`config.mk`:
```
export PLATFORM = sky130hd
export DESIGN_NAME = ci_frame_ctrl
export DESIGN_NICKNAME = d
export VERILOG_FILES = /design/src/rtl/ci_frame_ctrl.sv
export SDC_FILE = /design/constraint.sdc
export NUM_CORES = 1
export LEC_CHECK = 0
export BUFFER_PORTS_ARGS = -buffer_cell sky130_fd_sc_hd__buf_4
export CAP_MARGIN = 20
export CORE_MARGIN = 1
export CORE_UTILIZATION = 25
export DETAILED_ROUTE_END_ITERATION = 8
export PLACE_DENSITY_LB_ADDON = 0.08
export SLEW_MARGIN = 0
export SYNTH_ARGS = -nofsm -noshare
export SYNTH_HDL_FRONTEND = slang
export SYNTH_SLANG_ARGS = --single-unit
```
`constraint.sdc`:
```
create_clock -name clk -period 1.4 [get_ports clk]
set_input_delay 0.14 -clock clk [delete_from_list [all_inputs] [get_ports clk]]
set_output_delay 0.14 -clock clk [all_outputs]
set_load 0.05 [all_outputs]
```
`src/rtl/ci_frame_ctrl.sv`:
```
// Purpose: raster-reads one frame from memory, streams it to the CI datapath, then waits for all radii to finish.
// Latency: pixel k appears on grayscale_o/done_o two cycles after its read strobe, three cycles after start_i.
// Backpressure: none; the stream is fixed-rate, and abort_i is the only way to cut a frame short.
module ci_frame_ctrl #(
    parameter int COLS    = 30,
    parameter int ROWS    = 30,
    parameter int ADDR_W  = 10,
    parameter int TIMEOUT = 4096
) (
    input  logic              clk,
    input  logic              rst,
    input  logic              start_i,
    input  logic              abort_i,
    output logic              mem_rd_o,
    output logic [ADDR_W-1:0] mem_addr_o,
    input  logic [7:0]        mem_data_i,
    output logic [7:0]        grayscale_o,
    output logic              done_o,
    input  logic              done_R2_i,
    input  logic              done_R4_i,
    input  logic              done_R6_i,
    input  logic              done_R8_i,
    output logic              busy_o,
    output logic              frame_done_o,
    output logic [3:0]        radius_seen_o,
    output logic              err_timeout_o
);

    localparam int N       = ROWS * COLS;
    localparam int CNT_W   = (N > 1) ? $clog2(N) : 1;
    localparam int DRAIN_W = (TIMEOUT > 1) ? $clog2(TIMEOUT) : 1;
    localparam logic [CNT_W-1:0]   ADDR_LAST  = CNT_W'(N - 1);
    localparam logic [DRAIN_W-1:0] DRAIN_LAST = DRAIN_W'(TIMEOUT - 1);

    typedef enum logic [2:0] {
        S_IDLE   = 3'd0,
        S_FETCH  = 3'd1,
        S_STREAM = 3'd2,
        S_DRAIN  = 3'd3,
        S_FINISH = 3'd4
    } state_t;

    state_t state_q;
    state_t state_d;

    logic [CNT_W-1:0]   addr_q;
    logic               rd_act_q;
    logic               rd_q;
    logic               done_q;
    logic [7:0]         gray_q;
    logic [DRAIN_W-1:0] drain_cnt_q;
    logic [3:0]         radius_q;
    logic               err_q;

    logic launch;
    logic flag_en;
    logic timeout_hit;
    logic flags_full;
    logic drain_expired;
    logic last_pix;

    assign flags_full    = (radius_q == 4'hF);
    assign drain_expired = (drain_cnt_q == DRAIN_LAST);
    // The pixel stream is contiguous, so a valid pixel with no read behind it is the last one.
    assign last_pix      = done_q && !rd_q;

    always_ff @(posedge clk or negedge rst) begin
        if (!rst) begin
            state_q <= S_IDLE;
        end else begin
            state_q <= state_d;
        end
    end

    always_comb begin
        state_d = state_q;
        if (abort_i) begin
            state_d = S_IDLE;
        end else begin
            case (state_q)
                S_IDLE:   if (start_i) state_d = S_FETCH;
                S_FETCH:  state_d = S_STREAM;
                S_STREAM: if (last_pix) state_d = S_DRAIN;
                S_DRAIN:  if (flags_full || drain_expired) state_d = S_FINISH;
                S_FINISH: state_d = S_IDLE;
                default:  state_d = S_IDLE;
            endcase
        end
    end

    always_comb begin
        busy_o       = (state_q != S_IDLE);
        frame_done_o = (state_q == S_FINISH) && !abort_i;
        launch       = (state_q == S_IDLE) && start_i && !abort_i;
        flag_en      = (state_q == S_STREAM) || (state_q == S_DRAIN);
        timeout_hit  = (state_q == S_DRAIN) && !flags_full && drain_expired && !abort_i;
    end

    // Read issue and the two-stage pixel pipeline; abort flushes reads already in flight.
    always_ff @(posedge clk or negedge rst) begin
        if (!rst) begin
            rd_act_q <= 1'b0;
            addr_q   <= '0;
            rd_q     <= 1'b0;
            done_q   <= 1'b0;
            gray_q   <= 8'h00;
        end else if (abort_i) begin
            rd_act_q <= 1'b0;
            addr_q   <= '0;
            rd_q     <= 1'b0;
            done_q   <= 1'b0;
            gray_q   <= 8'h00;
        end else begin
            rd_q   <= rd_act_q;
            done_q <= rd_q;
            gray_q <= rd_q ? mem_data_i : 8'h00;
            if (launch) begin
                rd_act_q <= 1'b1;
                addr_q   <= '0;
            end else if (rd_act_q) begin
                if (addr_q == ADDR_LAST) begin
                    rd_act_q <= 1'b0;
                    addr_q   <= '0;
                end else begin
                    addr_q <= addr_q + CNT_W'(1);
                end
            end
        end
    end

    always_ff @(posedge clk or negedge rst) begin
        if (!rst) begin
            drain_cnt_q <= '0;
        end else if (state_q == S_DRAIN) begin
            if (!drain_expired) begin
                drain_cnt_q <= drain_cnt_q + DRAIN_W'(1);
            end
        end else begin
            drain_cnt_q <= '0;
        end
    end

    // Completion flags are sticky across frames until the next accepted start.
    always_ff @(posedge clk or negedge rst) begin
        if (!rst) begin
            radius_q <= 4'b0000;
            err_q    <= 1'b0;
        end else if (launch) begin
            radius_q <= 4'b0000;
            err_q    <= 1'b0;
        end else begin
            if (flag_en) begin
                radius_q <= radius_q | {done_R8_i, done_R6_i, done_R4_i, done_R2_i};
            end
            if (timeout_hit) begin
                err_q <= 1'b1;
            end
        end
    end

    assign mem_rd_o      = rd_act_q;
    assign mem_addr_o    = ADDR_W'(addr_q);
    assign grayscale_o   = gray_q;
    assign done_o        = done_q;
    assign radius_seen_o = radius_q;
    assign err_timeout_o = err_q;

endmodule

```
== After elaboration in Yosys (flattened, before gate mapping) ==
Index checks and enable logic that the tools add are counted.

* Register bits: 41
* Input bits: 16
* Word-level logic and storage cells: 64

* $add $sub $neg: 2
* Eq/ne operators: 11
* Mux-type cells: 23
* Bitwise gates (word level): 1
* Reduce and logical (&&, ||, !) cells: 18

{| class="wikitable"
|+ Operators with widths
! kind !! number
|-
| $mux W10 || 4
|-
| $mux W12 || 2
|-
| $mux W8 || 2
|-
| $add A12 B1 Y12 const B || 1
|-
| $eq A12 B12 Y1 const B || 1
|-
| $mux W3 || 4
|-
| $pmux W3 S4 || 1
|-
| $add A10 B1 Y10 const B || 1
|-
| $eq A10 B10 Y1 const B || 1
|-
| $ne A3 B3 Y1 const B || 3
|-
| $mux W1 || 8
|-
| $mux W4 || 2
|-
| $logic_and A1 B1 Y1 || 7
|-
| $eq A3 B2 Y1 const B || 2
|-
| $reduce_bool A3 Y1 || 2
|-
| $eq A4 B4 Y1 const B || 1
|-
| $or A4 B4 Y4 || 1
|-
| $reduce_bool A2 Y1 || 2
|-
| $eq A3 B1 Y1 const B || 1
|-
| $eq A3 B3 Y1 const B || 1
|-
| $logic_not A1 Y1 || 3
|-
| $logic_not A3 Y1 || 1
|-
| $reduce_and A3 Y1 || 1
|-
| $logic_or A1 B1 Y1 || 2
|-
| $ne A2 B2 Y1 const B || 1
|}

== Longest topological paths before layout ==
Gate-level depths: netlist (run 1).

* Word-level depth: 7
* Depth in mapped cells: 7

== Worst setup path before layout (run 1) ==
OpenSTA, ideal clock, no wires.

* Kind: reg2out
* Start: register state_q[0]
* End: output frame_done_o
* Arrival time: 2.145 ns
* Setup slack: -0.885 ns
* Cell stages (with the launch flop): 3
* Cell sequence: dfrtp_1 > buf_2 > nor4b_1

* Word-level cells in the longest chain between the ends: 2

{| class="wikitable"
|+ Ends and longest elaborated chain
! element !! line !! source
|-
| from (decl) || 43 || <nowiki>state_t state_q;</nowiki>
|-
| from (signal assigned) || 71 || <nowiki>state_q <= state_d;</nowiki>
|-
| $eq A3 B3 Y1 || 93 || <nowiki>frame_done_o = (state_q == S_FINISH) && !abort_i;</nowiki>
|-
| $logic_and A1 B1 Y1 || 93 ||
|-
| to (decl) || 24 || <nowiki>output logic frame_done_o,</nowiki>
|}

No other way between the ends.

== Final worst setup path (run 1) ==
* Start: register addr_q[4], in the netlist mem_addr_o[4]
* End: register addr_q[3], in the netlist mem_addr_o[3]

* Word-level cells in the longest chain between the ends: 5

{| class="wikitable"
|+ Ends and longest elaborated chain
! element !! line !! source
|-
| from (decl) || 46 || <nowiki>logic [CNT_W-1:0] addr_q;</nowiki>
|-
| from (signal assigned) || 125 || <nowiki>addr_q <= addr_q + CNT_W'(1);</nowiki>
|-
| $eq A10 B10 Y1 || 121 || <nowiki>if (addr_q == ADDR_LAST) begin</nowiki>
|-
| $mux W10 || 121 ||
|-
| $mux W10 || 120 || <nowiki>end else if (rd_act_q) begin</nowiki>
|-
| $mux W10 || 117 || <nowiki>if (launch) begin</nowiki>
|-
| $mux W10 || 107 || <nowiki>end else if (abort_i) begin</nowiki>
|}

No other way between the ends. The select of a mux whose other input is x is not followed.
A chain may end at the register's enable or synchronous reset.

==> impl_metrics.toml, run 1 <==
[die]
core_area_um2 = 7687
dieArea_um2 = 8252
fp.dieH_um = 90.84
ios = 43
die_x_um = 90.84
start_util_pct = 25.67
row_count = 32

[timing]
finalCritPeriodShare_pct = 114.7
final_hold_viol_count = 0
worst_slack_ps = -206.3
worst_slew_pin_slew_ps = 556.1
relSlewSlack_pct = 62.93
fin_skew_ps = 6.325
post-route-min-period_ps = 1606
slew_viol_final = 0
rsz0062_at_grt = "true"
setup_violations = 13
clock.fmax_mhz = 622.5

[placed_design]
place.port_buffers = 42
placed_area_um2 = 2765
dp_hpwl_um = 3743
gp_congestion = 0.7214
pre_cts_ws_ps = -203.7

[yosys]
ys.flop_type = "dfrtp_1"
ys_seq_area_share_pct = 52.00
synth_edf_count = 0
synth_nets = 205
ys_warn_count = 0
yosys.area.top_type_share_pct = 52.00
synth_area_leader_cell = "dfrtp_1"
ys_seq_elements = 41
postSynthCellCount = 187
ys_top_cells_by_area = "dfrtp_1, and2_1, nand3_1, nand2_1, nor2_1"
async_flop_share_pct = 100.0
synth.avg_cell_area_um2 = 10.55
yosys-top-cells-count = "dfrtp_1, nand2_1, nor2_1, and2_1, nand3_1"
synth_most_common_cell = "dfrtp_1"
synth_cell_types = 46
synth_area_um2 = 1973

[global_route]
grt_pass1_vias = 1732
grt.total_usage_pct = 12.85
overflow = 0
antenna_found_initial = 0
grt_pass1_wl_um = 8355
grt_max_degree = 42

[detailed_routing]
ant_nets = 0
first_pass_iters = 4
routed_wl_um = 5172
dr_total_vias = 1791
wire_per_inst_um = 13.40
drt-initial-drc-count = 58
routed_via_density = 4.640
drc = 0

[critical_path]
critPathBufInv = 1
worstPathMaxFanout = 4
path_cells = "or3_4, o31ai_4, buf_4, nor4_1, a221o_1"
rr_startpoint = "mem_addr_o[4]$_DFFE_PN0P_"
path_class = "reg2reg"
cp.required_ps = 1580
slowest_delay_ps = 410
end_kind = "flop"
r2r_end = "mem_addr_o[3]$_DFFE_PN0P_"
crit_slowest_cell = "dfrtp_2"
rr_worst_depth = 5
crit_path_start_kind = "flop"
r2r_setup_slack_ps = -210
cp-startpoint = "mem_addr_o[4]$_DFFE_PN0P_"
crit_family = "compound AO/OA/AOI/OAI gates"
critPathArrivalTime_ps = 1780

[job]
max-cap-violations = 0

[clock_network]
cts_sinks = 41
htree_levels = 2
insertion_delay_ps = 290
cts_buffer_depth = 2
cts_buffers = 5
clk_pin_slew_ps = 80
cts_tree = "built"
cts_root_buf = "clkbuf_8"

[hold_path]
whs_endpoint = "grayscale_o[2]$_DFF_PN0_"
min_path_cells = 2
hold_path_class = "in2reg"
min-delay-start = "mem_data_i[2]"

[cells_and_area]
antennaDiodeCount = 0
nets = 301
fill_cells = 791
drive_gt1_share_pct = 48.59
syn_to_final_growth_pct = 52.06
utilization_pct = 39.03
postLayoutCellArea_um2 = 3000

[power]
p_leak_nw = 1.368
ir_drop_mv = 0.2935
p_per_area_nw_per_um2 = 863.4
p_total_mw = 2.590

[run_status]
failed_checks = "setup timing"
outcome = "finished with violations"
## logic make-up after synthesis
kind of cell / Yosys count / synth area share, %
xor gates and xnor gates: 3 / 1.332
DFF: 41 / 52.00
muxes: 2 / 1.078
and+or+nand+nor: 84 / 24.10
AOI/OAI and AO/OA: 44 / 16.80
adders and majority gates: 2 / 1.268
buffers and inverters: 11 / 3.423
## worst reg2reg max path, delay by kind of cell, from the launching register on
family,cells,cell delay [ps]
AO/OA/AOI/OAI,2,470
buffers and inverters,1,170
flip-flops,1,410
AND/OR/NAND/NOR,2,450
## stage by stage
stage | instances | hold WS [ps] | TNS, ps
2_1_floorplan | 187 | -155.6 | -2955
5_1_grt | 386 | 41.33 | -2678
3_3_place_gp | 372 | 181.8 | -1417
6_report | 386 | 51.02 | -1642
4_1_cts | 382 | 39.60 | -1816
3_5_place_dp | 372 | 181.2 | -1472
## sequential cells by signal (all words and copies together) (netlist names)
name and cells:
radius_seen_o 4, done_o 1, state_q 3, err_timeout_o 1, mem_rd_o 1, grayscale_o 8, rd_q 1, mem_addr_o 10
drain_cnt_q 12
## layer usage
metal,global-route usage (%),vias to the layer above,wire [µm]
met2,21.78,17,2568
li1,-,888,-
met1,16.13,879,2426
met3,2.525,7,111
met4,4.762,0,66
met5,0,-,0
## report_power, final
| group | switching (mW) | internal (mW) | total (mW) |
|---|---|---|---|
| Clock | 0.404 | 0.355 | 0.759 |
| Combinational | 0.339 | 0.220 | 0.559 |
| Sequential | 0.0400 | 1.23 | 1.27 |
## what timing repair did
action	4_1_cts	5_1_grt
endpoints found under the hold margin	41	0
setup buffers	1	4
pin swaps	5	14
gates resized for setup	8	22
endpoints found under the setup margin	18	26
hold buffers	1	0
## cell usage in the layout (no fill, tap or decap), types with 4 or more instances in the layout
| master | n |
|---|---|
| buf_4 | 89 |
| dfrtp_1 | 32 |
| nor2_1 | 12 |
| nand2_1 | 10 |
| and2_1 | 9 |
| dfrtp_2 | 9 |
| nand3_1 | 7 |
| nand4_1 | 7 |
| a31oi_1 | 6 |
| buf_6 | 6 |
| a21oi_2 | 5 |
| nor3_1 | 5 |
| clkbuf_8 | 5 |
| inv_1 | 4 |
| nor4_1 | 4 |
| o31ai_1 | 4 |
| a22o_1 | 4 |
## cell type report
class / count / area, µm² / area share (%)
sequential: 41 / 1037 / 34.57
multi-input combinational: 135 / 994.7 / 33.15
timing repair buffer: 96 / 745.7 / 24.85
tap: 102 / 127.6 / 4.254
clock buffer: 8 / 80.08 / 2.669
inverter: 4 / 15.01 / 0.5004
## worst max path at each step
stage / to / slack, ps / cells past startpoint
finish: mem_addr_o[3]$_DFFE_PN0P_ / -210 / 5
global route: mem_addr_o[8]$_DFFE_PN0P_ / -270 / 5
CTS: mem_addr_o[3]$_DFFE_PN0P_ / -220 / 5
detailed placement: mem_addr_o[3]$_DFFE_PN0P_ / -200 / 5
global placement: mem_addr_o[3]$_DFFE_PN0P_ / -190 / 5
floorplan: mem_addr_o[3]$_DFFE_PN0P_ / -300 / 5
(Power assumes the default switching activity.)
==> inputs of run 2 (changes only) <==
- CORE_UTILIZATION: 25 -> 48
- REMOVE_ABC_BUFFERS: unset -> 1
==> impl_metrics.toml, run 2 (synthesized netlist as in run 1, its figures left out) <==
[critical_path]
cp.required_ps = 1580
end_kind = "flop"
critPathArrivalTime_ps = 1800
rr_worst_depth = 5
r2r_setup_slack_ps = -220
crit_path_start_kind = "flop"
r2r_end = "mem_addr_o[8]$_DFFE_PN0P_"
rr_startpoint = "mem_addr_o[4]$_DFFE_PN0P_"
path_class = "reg2reg"
worstPathMaxFanout = 5

[die]
row_count = 22
die_x_um = 66.12
fp.dieH_um = 66.12
start_util_pct = 51.94
ios = 43
core_area_um2 = 3799
dieArea_um2 = 4371

[run_status]
outcome = "finished with violations"
failed_checks = "setup timing"

[hold_path]
whs_endpoint = "grayscale_o[4]$_DFF_PN0_"
hold_path_class = "in2reg"
min-delay-start = "mem_data_i[4]"
min_path_cells = 2

[power]
p_total_mw = 2.544
switching_share_pct = 30.00
p_seq_share_pct = 49.9
power_frac_comb_pct = 21.0
pwr-share-clk_pct = 29.1
p_int_mw = 1.781
ir_drop_mv = 0.9915
switchingPower_uw = 763.2
p_per_area_nw_per_um2 = 881.3
p_leak_nw = 1.347

[timing]
finalCritPeriodShare_pct = 115.7
rsz0062_at_grt = "true"
worst_slack_ps = -219.3
timing.hold.ws_ps = 59.88
clock.fmax_mhz = 617.5
post-route-min-period_ps = 1619
slew_viol_final = 0
final_hold_viol_count = 0
setup_violations = 18
worst_slew_pin_slew_ps = 517.5
fin_skew_ps = 4.286
relSlewSlack_pct = 65.50

[global_route]
grt_pass1_wl_um = 8266
grt_max_degree = 42
antenna_found_initial = 0
grt_pass1_vias = 1821
overflow = 0
grt.total_usage_pct = 25.63

[cells_and_area]
final_common_cell = "buf_4"
final_cell_mix = "buf_4, dfrtp_1, nor2_1, and2_1, nand2_1"
stdcell_count = 323
nets = 292
largest_reg_flops = 12
antennaDiodeCount = 0
syn_to_final_growth_pct = 46.29
postLayoutCellArea_um2 = 2887
largest_register = "drain_cnt_q"
drive_gt1_share_pct = 45.82

[clock_network]
cts_sinks = 41
insertion_delay_ps = 290
cts_buffers = 5
htree_levels = 2
cts_tree = "built"
clk_pin_slew_ps = 80
cts_buffer_depth = 2
cts_root_buf = "clkbuf_8"

[detailed_routing]
dr_total_vias = 1868
drt-initial-drc-count = 83
first_pass_iters = 4
routed_via_density = 5.783
drc = 0
routed_wl_um = 5384
ant_nets = 0
wire_per_inst_um = 16.67

[placed_design]
post-place-cells = 305
place.port_buffers = 42
gp_congestion = 0.9304
placed_area_um2 = 2559
dp_hpwl_um = 3565

[job]
max-cap-violations = 0
[run 2: cell types whose count changed in the layout (fill, tap and decap cells not counted), moves of 3 or more]
| cell | before | now |
|---|---|---|
| buf_4 | 89 | 80 |
| a21oi_2 | 5 | 2 |
| dfrtp_1 | 32 | 39 |
| a21oi_1 | 3 | 6 |
| dfrtp_2 | 9 | 2 |
[run 2: cell type report]
cell class                 instances  area (µm²)
clock buffer                       6       72.57
fill                             276       912.1
timing repair buffer              87       681.9
multi-input combinational        135        1018
tap                               48       60.06
inverter                           4       15.01
sequential                        41        1028
clock inverter                     2       10.01
[run 2: repair_timing]
item	CTS	global route
pin swaps	9	12
endpoints found under the hold margin	41	0
setup buffers	4	6
endpoints found under the setup margin	26	27
hold buffers	1	0
resized for setup	17	24
[run 2: worst max path at each step]
| stage | slack [ps] | cells past startpoint | endpoint | from |
|---|---|---|---|---|
| 3_3_place_gp | -160 | 5 | mem_addr_o[8]$_DFFE_PN0P_ | mem_addr_o[4]$_DFFE_PN0P_ |
| 2_1_floorplan | -840 | 1 | frame_done_o | state_q[0]$_DFFE_PN0P_ |
| 6_report | -220 | 5 | mem_addr_o[8]$_DFFE_PN0P_ | mem_addr_o[4]$_DFFE_PN0P_ |
| 3_5_place_dp | -220 | 5 | drain_cnt_q[0]$_DFFE_PN0P_ | drain_cnt_q[0]$_DFFE_PN0P_ |
| 4_1_cts | -210 | 5 | mem_addr_o[8]$_DFFE_PN0P_ | mem_addr_o[4]$_DFFE_PN0P_ |
| 5_1_grt | -290 | 6 | mem_addr_o[8]$_DFFE_PN0P_ | mem_addr_o[0]$_DFFE_PN0P_ |
[run 2: through the flow]
stage                     util, %  TNS (ps)  worst slack (ps)
after global placement      67.36     -2053            -164.2
after floorplan                 -     -7094            -839.6
after global routing        75.99     -3426            -285.4
final                       75.99     -2084            -219.3
after CTS                   72.40     -1905            -214.7
after detailed placement    67.36     -3201            -218.3
[run 2: power by group through the flow]
stage          registers, mW  logic (mW)  clock network (mW)
2_1_floorplan           1.44       0.120                   0
3_5_place_dp            1.29       0.494                   0
5_1_grt                 1.28       0.565               0.795
6_report                1.27       0.534               0.741
4_1_cts                 1.27       0.523               0.753
3_3_place_gp            1.29       0.481                   0
[run 2: layer usage]
layer / up-vias / routed length (µm) / GRT usage, %
li1: 868 / - / -
met1: 916 / 2222 / 30.27
met5: - / 0 / 0
met3: 14 / 257 / 4.483
met4: 0 / 107 / 7.713
met2: 70 / 2797 / 46.94
[run 2: critical path, stage by stage (launching register included)]
cell and delay [ps]:
dfrtp_1 380, or3_4 400, o31ai_4 260, buf_4 200
o31ai_1 80, a22o_1 200
